--- src/rtl/alu_rr_scheduler_pkg.sv ---
`default_nettype none
// ============================================================================
// Module      : alu_rr_scheduler_pkg
// Description : Shared types and constants for the round-robin ALU scheduler:
//               ALU opcode encoding, scheduler FSM states, divide-by-zero
//               bypass result and opcode width.
// Revision    : 1.0 - initial release
// ============================================================================
package alu_rr_scheduler_pkg;

    localparam int OPCODE_W = 3;

    // Result returned for DIV by zero without starting the ALU
    localparam logic [7:0] DIV_ZERO_RESULT = 8'hFF;

    typedef enum logic [OPCODE_W-1:0] {
        ADD = 3'd0,
        SUB = 3'd1,
        MUL = 3'd2,
        DIV = 3'd3,
        MOD = 3'd4
    } alu_op_t;

    typedef enum logic [1:0] {
        IDLE = 2'd0,
        EXEC = 2'd1,
        RESP = 2'd2
    } sched_state_t;

endpackage : alu_rr_scheduler_pkg
`default_nettype wire

--- src/rtl/alu_rr_scheduler_rr_arbiter_oh.sv ---
`default_nettype none
// ============================================================================
// Module      : rr_arbiter_oh
// Description : Combinational round-robin arbiter. Searches the request
//               vector starting one position above the pointer, wrapping
//               modulo N, and returns a one-hot grant plus its index.
// Revision    : 1.0 - initial release
// ============================================================================
module rr_arbiter_oh #(
    parameter int N     = 4,
    parameter int IDX_W = $clog2(N)
) (
    input  logic [N-1:0]     req,
    input  logic [IDX_W-1:0] ptr,
    output logic [N-1:0]     grant,
    output logic [IDX_W-1:0] idx
);

    // First set request after ptr wins; the last-served position has lowest priority
    always_comb begin
        logic             w_found;
        logic [IDX_W-1:0] w_pos;
        grant   = '0;
        idx     = '0;
        w_found = 1'b0;
        w_pos   = '0;
        for (int i = 1; i <= N; i++) begin
            w_pos = IDX_W'((int'(ptr) + i) % N);
            if (!w_found && req[w_pos]) begin
                w_found      = 1'b1;
                grant[w_pos] = 1'b1;
                idx          = w_pos;
            end
        end
    end

endmodule : rr_arbiter_oh
`default_nettype wire

--- src/rtl/alu_rr_scheduler.sv ---
`default_nettype none
// ============================================================================
// Module      : alu_rr_scheduler
// Description : Shares one registered 8-bit ALU between NUM_REQ requesters
//               with round-robin arbitration and a single operation in
//               flight. DIV/MOD by zero are answered without the ALU.
//               Optional statistics counters (op_count, dz_count) are built
//               when ALU_SCHED_STATS_EN is defined.
// Revision    : 1.0 - initial release
// ============================================================================
module alu_rr_scheduler
    import alu_rr_scheduler_pkg::*;
#(
    parameter int NUM_REQ     = 4,
    parameter int ALU_LATENCY = 1
) (
    input  logic                    clock,
    input  logic                    reset_n,
    input  logic [NUM_REQ-1:0]      req_valid,
    output logic [NUM_REQ-1:0]      req_ready,
    input  logic [8*NUM_REQ-1:0]    req_a,
    input  logic [8*NUM_REQ-1:0]    req_b,
    input  logic [3*NUM_REQ-1:0]    req_op,
    output logic [NUM_REQ-1:0]      rsp_valid,
    input  logic [NUM_REQ-1:0]      rsp_ready,
    output logic [7:0]              rsp_data,
    output logic                    rsp_dz,
    output logic                    alu_start,
    output logic [7:0]              alu_a,
    output logic [7:0]              alu_b,
    output logic [OPCODE_W-1:0]     alu_mode,
`ifdef ALU_SCHED_STATS_EN
    output logic [15:0]             op_count,
    output logic [7:0]              dz_count,
`endif
    input  logic [7:0]              alu_c
);

    localparam int IDX_W = $clog2(NUM_REQ);
    localparam int CNT_W = $clog2(ALU_LATENCY + 1);

    sched_state_t        r_state;
    logic [IDX_W-1:0]    r_ptr;
    logic [IDX_W-1:0]    r_gnt_idx;
    logic [CNT_W-1:0]    r_cnt;

    logic [NUM_REQ-1:0]  w_gnt;
    logic [IDX_W-1:0]    w_idx;
    logic [7:0]          w_sel_a;
    logic [7:0]          w_sel_b;
    logic [OPCODE_W-1:0] w_sel_op;
    logic                w_bypass;
    logic                w_rsp_fire;

    rr_arbiter_oh #(
        .N     (NUM_REQ),
        .IDX_W (IDX_W)
    ) u_arb (
        .req   (req_valid),
        .ptr   (r_ptr),
        .grant (w_gnt),
        .idx   (w_idx)
    );

    // Operand/opcode of the granted requester, selected by the one-hot grant
    always_comb begin
        w_sel_a  = '0;
        w_sel_b  = '0;
        w_sel_op = '0;
        for (int i = 0; i < NUM_REQ; i++) begin
            if (w_gnt[i]) begin
                w_sel_a  = w_sel_a  | req_a[8*i +: 8];
                w_sel_b  = w_sel_b  | req_b[8*i +: 8];
                w_sel_op = w_sel_op | req_op[OPCODE_W*i +: OPCODE_W];
            end
        end
        w_bypass = ((w_sel_op == DIV) || (w_sel_op == MOD)) && (w_sel_b == 8'd0);
    end

    // Accept is combinational in IDLE only; forced low while reset is held
    always_comb begin
        req_ready = (r_state == IDLE && reset_n) ? w_gnt : '0;
    end

    // Response handshake; rsp_valid is non-zero only in RESP and holds the grant
    assign w_rsp_fire = |(rsp_valid & rsp_ready);

    // Scheduler FSM with registered ALU-side and response-side outputs
    always_ff @(posedge clock or negedge reset_n) begin
        if (!reset_n) begin
            r_state   <= IDLE;
            r_ptr     <= IDX_W'(NUM_REQ - 1);
            r_gnt_idx <= '0;
            r_cnt     <= '0;
            alu_start <= 1'b0;
            alu_a     <= '0;
            alu_b     <= '0;
            alu_mode  <= '0;
            rsp_valid <= '0;
            rsp_data  <= '0;
            rsp_dz    <= 1'b0;
        end else begin
            case (r_state)
                IDLE: begin
                    if (|w_gnt) begin
                        r_gnt_idx <= w_idx;
                        if (w_bypass) begin
                            r_state   <= RESP;
                            rsp_valid <= w_gnt;
                            rsp_dz    <= 1'b1;
                            rsp_data  <= (w_sel_op == DIV) ? DIV_ZERO_RESULT : w_sel_a;
                        end else begin
                            r_state   <= EXEC;
                            r_cnt     <= CNT_W'(ALU_LATENCY);
                            alu_start <= 1'b1;
                            alu_a     <= w_sel_a;
                            alu_b     <= w_sel_b;
                            alu_mode  <= w_sel_op;
                        end
                    end
                end
                EXEC: begin
                    alu_start <= 1'b0;
                    if (r_cnt == '0) begin
                        r_state   <= RESP;
                        rsp_data  <= alu_c;
                        rsp_dz    <= 1'b0;
                        rsp_valid <= NUM_REQ'(1) << r_gnt_idx;
                        alu_a     <= '0;
                        alu_b     <= '0;
                        alu_mode  <= '0;
                    end else begin
                        r_cnt <= r_cnt - 1'b1;
                    end
                end
                RESP: begin
                    if (w_rsp_fire) begin
                        r_state   <= IDLE;
                        r_ptr     <= r_gnt_idx;
                        rsp_valid <= '0;
                    end
                end
                default: r_state <= IDLE;
            endcase
        end
    end

`ifdef ALU_SCHED_STATS_EN
    // Saturating counters of completed responses and of divide-by-zero responses
    always_ff @(posedge clock or negedge reset_n) begin
        if (!reset_n) begin
            op_count <= '0;
            dz_count <= '0;
        end else if (w_rsp_fire) begin
            if (op_count != 16'hFFFF) begin
                op_count <= op_count + 16'd1;
            end
            if (rsp_dz && dz_count != 8'hFF) begin
                dz_count <= dz_count + 8'd1;
            end
        end
    end
`endif

endmodule : alu_rr_scheduler
`default_nettype wire

--- config.mk ---
export PLATFORM = sky130hd
export DESIGN_NAME = alu_rr_scheduler
export DESIGN_NICKNAME = d
export VERILOG_FILES = /design/src/rtl/alu_rr_scheduler_pkg.sv /design/src/rtl/alu_rr_scheduler_rr_arbiter_oh.sv /design/src/rtl/alu_rr_scheduler.sv
export SDC_FILE = /design/constraint.sdc
export NUM_CORES = 1
export LEC_CHECK = 0
export CAP_MARGIN = 20
export CELL_PAD_IN_SITES_DETAIL_PLACEMENT = 1
export CELL_PAD_IN_SITES_GLOBAL_PLACEMENT = 1
export CORE_MARGIN = 3
export CORE_UTILIZATION = 35
export CTS_CLUSTER_DIAMETER = 120
export DETAILED_ROUTE_END_ITERATION = 16
export GPL_TIMING_DRIVEN = 0
export PLACE_DENSITY = 0.86
export RECOVER_POWER = 100
export SYNTH_ARGS = -nofsm -noshare
export SYNTH_HDL_FRONTEND = slang
export SYNTH_SLANG_ARGS = --single-unit
--- constraint.sdc ---
create_clock -name clock -period 6.51 [get_ports clock]
set_input_delay 1.302 -clock clock [delete_from_list [all_inputs] [get_ports clock]]
set_output_delay 1.302 -clock clock [all_outputs]
set_load 0.02 [all_outputs]
# ---- After elaboration in Yosys (flattened, before gate mapping)
# Index checks and enable logic that the tools add are counted.
dict set report classes {
  reduce_logical 26
  n_eq_ne 9
  add_sub_neg 5
  muxes 75
  n_bitwise 13
  order_cmp 8
  n_shift 1
}
# operator count
set op_table {}
lappend op_table {{8-bit two-way mux} 17}
lappend op_table {{8-bit bitwise OR} 6}
lappend op_table {{8-bit case mux with 2 select lines} 3}
lappend op_table {{4-bit two-way mux} 9}
lappend op_table {{3-bit two-way mux} 7}
lappend op_table {{1-bit two-way mux} 17}
lappend op_table {{2-bit two-way mux} 8}
lappend op_table {{2-bit by 3-bit < comparator with 1-bit output (second input constant)} 4}
lappend op_table {{4-bit bitwise OR} 3}
lappend op_table {{4-bit case mux with 3 select lines} 1}
lappend op_table {{1-bit logical AND} 9}
lappend op_table {{3-bit bitwise OR} 3}
lappend op_table {{1-bit binary-select mux with 2-bit select} 4}
lappend op_table {{1-bit demux with 2-bit select} 4}
lappend op_table {{2-bit by 1-bit >= comparator with 1-bit output (second input constant)} 4}
lappend op_table {{8-bit zero test} 1}
lappend op_table {{2-bit != test (second input constant)} 4}
lappend op_table {{4-bit AND reduction} 2}
lappend op_table {{4-bit OR reduction} 2}
lappend op_table {{1-bit case mux with 2 select lines} 3}
lappend op_table {{2-bit case mux with 3 select lines} 1}
lappend op_table {{3-bit case mux with 2 select lines} 1}
lappend op_table {{3-bit AND reduction} 2}
lappend op_table {{5-bit AND reduction} 1}
lappend op_table {{16 further kinds} 21}
dict set report word_totals {
  output_inout_bits 37
  input_bits 94
  ff_bits 40
}

# ---- Logic depth before layout (Yosys ltp)
# Gate-level depths: netlist of run 1.
dict set report logic_depth {
  ltp_word 26
  mapped_depth 16
}

# ---- Cells and area by module
# Synthesis of run 1 repeated with hierarchy kept, for this count alone.
dict set report hier_totals {
  cells_unflattened 274
  hier_area_um2 2815.2
}
# mod cells_per_inst instances area_each_um2 seq_area_each_um2
set modules_own_cells {}
lappend modules_own_cells {alu_rr_scheduler 206 1 2269.7 978.4}
lappend modules_own_cells {rr_arbiter_oh 68 1 545.5 0.0}

# ---- Worst setup path before layout of run 1
# OpenSTA, ideal clock, no wires.
dict set report synth_path {
  kind {register to output}
  startpoint {register r_ptr[0]}
  endpoint {output req_ready[0]}
  path_buffers 5
  required_ns 5.208
  arrival_ns 3.491
  slack_ns 1.717
  stages_incl_launch_ff 13
  path_cell_list {dfstp_2 > buf_2 > buf_1 > inv_1 > ha_1 > buf_2 > mux4_2 > nor2b_1 > nand3b_1 > buf_2 > o22ai_1 > clkbuf_1 > and3_1}
}
dict set report synth_between {
  elab_chain_cells 14
}
# item line_no
set synth_lines {}
lappend synth_lines {{start, declared} alu_rr_scheduler.sv:43} ;# logic [IDX_W-1:0] r_ptr;
lappend synth_lines {{start signal, assigned} alu_rr_scheduler.sv:92} ;# r_ptr <= IDX_W'(NUM_REQ - 1);
lappend synth_lines {{start signal, assigned} alu_rr_scheduler.sv:139} ;# r_ptr <= r_gnt_idx;
lappend synth_lines {{parallel branches: the longest is 12 deep, another holds 2-bit by 3-bit < comparator with 1-bit output} --}
lappend synth_lines {{4-bit two-way mux *} alu_rr_scheduler_rr_arbiter_oh.sv:29} ;# if (!w_found && req[w_pos]) begin
lappend synth_lines {{4-bit two-way mux *} alu_rr_scheduler.sv:82} ;# req_ready = (r_state == IDLE && reset_n) ? w_gnt : '0;
lappend synth_lines {{end, declared} alu_rr_scheduler.sv:20} ;# output logic [NUM_REQ-1:0] req_ready,
# Every way passes the cells marked *. The select of a mux whose other input is x is not followed.

# ---- Worst setup path after layout of run 1
# Ends and elaborated chain as after synthesis.

==> results of run 1 <==
-- cell usage in the layout, fill, tap and decap left out, drive strengths merged, types with 4 or more instances in the layout --
cell type / instances
a211o: 10
a211oi: 4
a21oi: 8
a221oi: 15
a22o: 8
a22oi: 23
a31o: 4
a32oi: 10
and3: 7
buf: 7
clkbuf: 31
clkdlybuf4s50: 94
dfrtp: 37
dlygate4sd3: 34
ha: 11
inv: 15
mux2: 15
mux2i: 7
nand2: 83
nand2b: 10
nor2: 13
nor2b: 5
o21ai: 29
o22a: 8
o22ai: 26
-- worst paths after layout --
path	start	end	slack [ps]	cells past startpoint
setup / recovery	r_ptr[0]	req_ready[0]	360	13
hold / removal	rsp_data[0]	rsp_data[0]	510	1
setup reg to reg	r_ptr[0]	rsp_valid[0]	760	14
hold reg to reg	rsp_data[0]	rsp_data[0]	510	1
max in group asynchronous	reset_n	rsp_data[7]	3450	2
min in group asynchronous	reset_n	rsp_data[2]	1090	1
-- logic make-up after synthesis --
kind of cell	Yosys count
compound gates	158
fa+ha+maj	11
buf+inv	43
flops	39
mux	25
simple gates	129
-- report_power, final --
group	switching [mW]	internal, mW	total [mW]
combinational	1.42	0.912	2.34
sequential	0.0937	0.368	0.462
clock	0.0842	0.0762	0.160
total	1.60	1.36	2.96
-- state kept, by name, summed over array words and instances, names as in the netlist --
| name | flops |
|---|---|
| r_ptr | 2 |
| alu_mode | 3 |
| rsp_dz | 1 |
| r_gnt_idx | 2 |
| rsp_data | 8 |
| r_cnt | 1 |
| alu_a | 8 |
| r_state | 2 |
| alu_b | 8 |
| rsp_valid | 4 |
-- area by class of cell --
class,count,area (um2),share of cell area [%]
multi-input cells,323,2240,45.4
repair buffers,130,1290,26.1
flip-flops and latches,39,978,19.8
well taps,129,161,3.27
plain buffers,28,130,2.64
clock buffers,8,80.1,1.62
inverters,15,56.3,1.14
-- metal layers --
layer	vias up	routed length [um]
li1	1818	-
met1	1940	5590
met2	149	6680
met3	13	1050
met4	0	173
met5	-	0
-- through the flow --
| stage | setup WS, ps | util [%] | hold WS (ps) | cell area, um2 |
|---|---|---|---|---|
| final | 355 | 52.4 | 513 | 4940 |
| after global routing | 110 | 52.4 | 531 | 4940 |
| after CTS | 23.5 | 53.1 | 523 | 5000 |
| after detailed placement | 239 | 52.2 | 500 | 4920 |
| after global placement | 247 | 52.1 | 489 | 4900 |
| after floorplan | 1720 | - | 479 | 3450 |
==> impl_metrics.py, run 1 <==
metrics = {
    "setup_path": {
        "path_cells": "buf_2 -> clkbuf_2 -> inv_1 -> ha_1 -> buf_2 -> mux4_2 -> nor2b_1 -> nand3b_1 -> buf_2 -> o22ai_1 -> clkbuf_2 -> and3_1 -> clkdlybuf4s50_1",
        "end_kind": "primary output",
        "path_delay_family": "buffers and inverters",
        "cp-start-kind": "register",
        "crit_path_frequent_cell": "buf_2",
        "crit_required_ps": 5210,
        "path_max_fanout": 10,
        "path_buf_inv": 7,
        "critPathKind": "register to primary output",
        "worstPathArrival_ps": 4850,
        "max_stage_delay_ps": 660,
        "slowest_stage": "dfstp_1",
    },
    "yosys": {
        "seq_area_frac_synth_pct": 28.4,
        "syn_inst": 405,
        "yosys.cell_types.count": 54,
        "synth_adder_area_share_pct": 3.99,
        "synth.area.mux_share_pct": 9.25,
        "synth_xor_area_share_pct": 0,
        "synth_area_leader_cell": "dfrtp_1",
        "synth_nets": 510,
        "synth-seq-cells": 39,
        "synthFlopType": "dfrtp_1",
        "ys.warnings.count": 0,
        "synth_commonest_cells": "83 x nand2_1, 37 x dfrtp_1, 26 x o22ai_1",
        "async_reset_ff_share_pct": 100,
        "synth_compound_gate_area_share_pct": 36.0,
        "yosys.area.top_type_share_pct": 26.9,
        "yosysMostFrequentCell": "nand2_1",
        "synth_edf_count": 0,
        "ys_top_cells_by_area": "dfrtp_1 27%, nand2_1 9.0%, a22oi_1 5.0%",
        "synth_top_family_by_area": "compound AO/OA/AOI/OAI gates",
        "netlist_area_um2": 3450,
        "synth-simple-area-share_pct": 17.1,
        "synth_area_per_cell_um2": 8.51,
    },
    "floorplanning": {
        "die_area_um2": 11100,
        "die_w_um": 105,
        "start_util_pct": 36.6,
        "ioPinCount": 131,
        "rows": 35,
        "coreArea_um2": 9420,
        "dieHeight_um": 105,
    },
    "timing": {
        "hold_viol": 0,
        "finalSetupViolCount": 0,
        "worst_pin_slew_ps": 1610,
        "clock_skew_ps": 7.84,
        "finalCriticalPeriod_ps": 6150,
        "relSlewSlack_pct": -7.03,
        "finalCritPeriodShare_pct": 94.5,
        "drv_slew": 30,
        "rsz0062_at_grt": "no",
        "setup_tns_ps": 0,
        "fmax_mhz": 162,
    },
    "clock_tree": {
        "ctsResizeCount": 0,
        "cts_root_buf": "clkbuf_8",
        "cts_buffers": 5,
        "clock-sinks": 39,
        "cts_buffer_depth": 2,
        "post_cts_buffers": 0,
        "cts-hold-fix-buffers": 0,
        "htreeDepth": 2,
        "clk_latency_ps": 290,
        "clk_pin_slew_ps": 80,
        "cts_tree": "done",
    },
    "grt": {
        "met1_usage_pct": 29.6,
        "globalRouteOverflowTotal": 0,
        "antenna_found_initial": 0,
        "grt_pass1_vias": 4280,
        "grt_max_degree": 30,
        "met3_usage_pct": 5.51,
        "grt_pass1_wl_um": 22000,
        "top_usage_layer": "met2",
        "use_met2_pct": 42.3,
        "grtUsageTotal_pct": 24.1,
    },
    "finish": {
        "antenna_cells": 0,
        "final_nets": 647,
        "syn_to_final_growth_pct": 43.1,
        "drive_above_1_share_pct": 7.55,
        "final_cells": 672,
        "final.fill_count": 1145,
    },
    "run": {
        "maxCapViolations": 1,
    },
    "place": {
        "port_buffers": 129,
        "dp_hpwl_um": 10400,
        "dp.cells": 664,
        "gp_congestion": 0.912,
    },
    "routing": {
        "finalWirelength_um": 13500,
        "avgViaCountPerCell": 5.83,
        "first_iter_violations": 208,
        "drc": 0,
        "drt-pass1-iter-count": 5,
        "num_vias": 3920,
        "ant_nets": 0,
        "post_drt_wl_per_cell_um": 20.1,
    },
    "pwr": {
        "irDropWorstVdd_mv": 0.229,
        "p_leak_nw": 1.99,
        "finalPower_mw": 2.96,
        "p_per_area_nw_per_um2": 599,
    },
    "status": {
        "status": "finished with violations",
        "violations": "max-capacitance violations, max-slew violations",
    },
    "min_path": {
        "worstHoldPathType": "register to register",
    },
}
Power figures use the tool's default switching activity.
==> inputs of run 2 (changes only) <==
--- a/config.mk
+++ b/config.mk
@@ -12,9 +12,9 @@
 export CORE_UTILIZATION = 35
 export CTS_CLUSTER_DIAMETER = 120
 export DETAILED_ROUTE_END_ITERATION = 16
-export GPL_TIMING_DRIVEN = 0
 export PLACE_DENSITY = 0.86
 export RECOVER_POWER = 100
+export REMOVE_ABC_BUFFERS = 1
 export SYNTH_ARGS = -nofsm -noshare
 export SYNTH_HDL_FRONTEND = slang
 export SYNTH_SLANG_ARGS = --single-unit
==> impl_metrics.py, run 2 (synthesis results as in run 1) <==
metrics = {
    "clock_tree": {
        "clock-sinks": 39,
        "clk_pin_slew_ps": 80,
        "ctsResizeCount": 0,
        "post_cts_buffers": 0,
        "cts_buffer_depth": 2,
        "cts_root_buf": "clkbuf_8",
        "clk_latency_ps": 310,
        "htreeDepth": 2,
        "cts_tree": "done",
        "cts-hold-fix-buffers": 0,
        "cts_buffers": 5,
    },
    "grt": {
        "grt_pass1_vias": 4278,
        "antenna_found_initial": 0,
        "grt_pass1_wl_um": 22600,
        "globalRouteOverflowTotal": 0,
        "grt_max_degree": 44,
        "grtUsageTotal_pct": 25.2,
    },
    "timing": {
        "drv_slew": 44,
        "hold_viol": 0,
        "relSlewSlack_pct": -50.6,
        "setup_tns_ps": 0,
        "finalCriticalPeriod_ps": 6130,
        "fin_ws_ps": 377,
        "rsz0062_at_grt": "no",
        "worst_pin_slew_ps": 2260,
        "clock_skew_ps": 9.69,
        "finalSetupViolCount": 0,
        "fmax_mhz": 163,
        "timing.hold.ws_ps": 513,
        "finalCritPeriodShare_pct": 94.2,
    },
    "place": {
        "post-place-ws_ps": 690,
        "dp.cells": 644,
        "dp_hpwl_um": 10500,
        "gp_congestion": 0.842,
        "port_buffers": 130,
        "place_area_um2": 4840,
    },
    "setup_path": {
        "slowest_stage": "a221oi_1",
        "path_buf_inv": 2,
        "cp-start-kind": "input port",
        "max_stage_delay_ps": 830,
        "path_cells": "clkdlybuf4s50_1 -> mux4_2 -> a31o_1 -> a221oi_1 -> o22ai_1 -> and3_1 -> dlygate4sd3_1",
        "path_max_fanout": 15,
        "crit_required_ps": 5210,
        "critPathKind": "input port to primary output",
        "worstPathArrival_ps": 4830,
        "end_kind": "primary output",
        "path_delay_family": "compound AO/OA/AOI/OAI gates",
    },
    "routing": {
        "drc": 0,
        "finalWirelength_um": 14200,
        "drt-pass1-iter-count": 5,
        "first_iter_violations": 232,
        "ant_nets": 0,
        "num_vias": 4008,
        "avgViaCountPerCell": 6.14,
        "post_drt_wl_per_cell_um": 21.7,
    },
    "finish": {
        "final_nets": 628,
        "antenna_cells": 0,
        "drive_above_1_share_pct": 8.59,
        "largestRegisters": "alu_a (8), alu_b (8), rsp_data (8)",
        "stdcell_area_um2": 4950,
        "final_common_cell": "clkdlybuf4s50_1",
        "layout_common_cells": "91 x clkdlybuf4s50_1, 83 x nand2_1, 38 x dlygate4sd3_1",
        "final_cells": 653,
        "final_util_pct": 52.6,
        "syn_to_final_growth_pct": 43.6,
    },
    "floorplanning": {
        "die_area_um2": 11100,
        "ioPinCount": 131,
        "dieHeight_um": 105,
        "coreArea_um2": 9420,
        "start_util_pct": 36.6,
        "die_w_um": 105,
        "rows": 35,
    },
    "min_path": {
        "worstHoldPathType": "register to register",
    },
    "status": {
        "violations": "max-capacitance violations, max-slew violations",
        "status": "finished with violations",
    },
    "pwr": {
        "p_leak_nw": 2.01,
        "finalPower_mw": 3.10,
        "p_per_area_nw_per_um2": 625,
        "irDropWorstVdd_mv": 0.207,
    },
    "run": {
        "maxCapViolations": 1,
    },
}
==> run 2: changes by cell type in the layout (fill, tap and decap cells not counted), sizes merged <==
cell,delta
buf,+1
bufinv,+2
clkbuf,-23
clkdlybuf4s50,-3
dlygate4sd3,+4
==> run 2: where the power goes <==
| group | internal, mW | leakage [nW] | switching, mW |
|---|---|---|---|
| Clock | 0.153 | 0.0654 | 0.0959 |
| Sequential | 0.370 | 0.470 | 0.125 |
| Combinational | 0.918 | 1.48 | 1.44 |
| Total | 1.44 | 2.01 | 1.66 |
==> run 2: per-layer routing <==
metal | global-route usage [%] | share of wire [%] | vias to the layer above | wire (um)
li1 | - | - | 1783 | -
met5 | 0 | 0 | - | 0
met3 | 3.61 | 4.4 | 42 | 626
met2 | 43.3 | 51 | 167 | 7190
met1 | 31.5 | 41 | 2016 | 5870
met4 | 10.8 | 3.6 | 0 | 508
==> run 2: worst paths after layout <==
path	start	end	slack, ps	cells after the start
worst max-delay path	req_valid[3]	req_ready[0]	380	7
worst min-delay path	rsp_data[3]	rsp_data[3]	510	1
worst max register to register	r_ptr[0]	alu_a[1]	760	12
worst min register to register	rsp_data[3]	rsp_data[3]	510	1
max in group asynchronous	reset_n	alu_b[2]	3560	1
min in group asynchronous	reset_n	alu_a[4]	1660	1
==> run 2: layout make-up <==
class / count / area (um2)
Clock inverter: 2 / 60.1
Inverter: 15 / 56.3
Sequential cell: 39 / 978
Clock buffer: 6 / 72.6
Timing Repair Buffer: 139 / 1360
Tap cell: 129 / 161
Fill cell: 1095 / 4460
Multi-Input combinational cell: 323 / 2260
==> run 2: worst register-to-register path: cells and delay by family (launching register included) <==
| kind | cells | cell delay, ps |
|---|---|---|
| compound gates | 6 | 2670 |
| fa+ha+maj | 1 | 470 |
| buf+inv | 3 | 790 |
| flops | 1 | 830 |
| mux | 1 | 520 |
| simple gates | 1 | 330 |
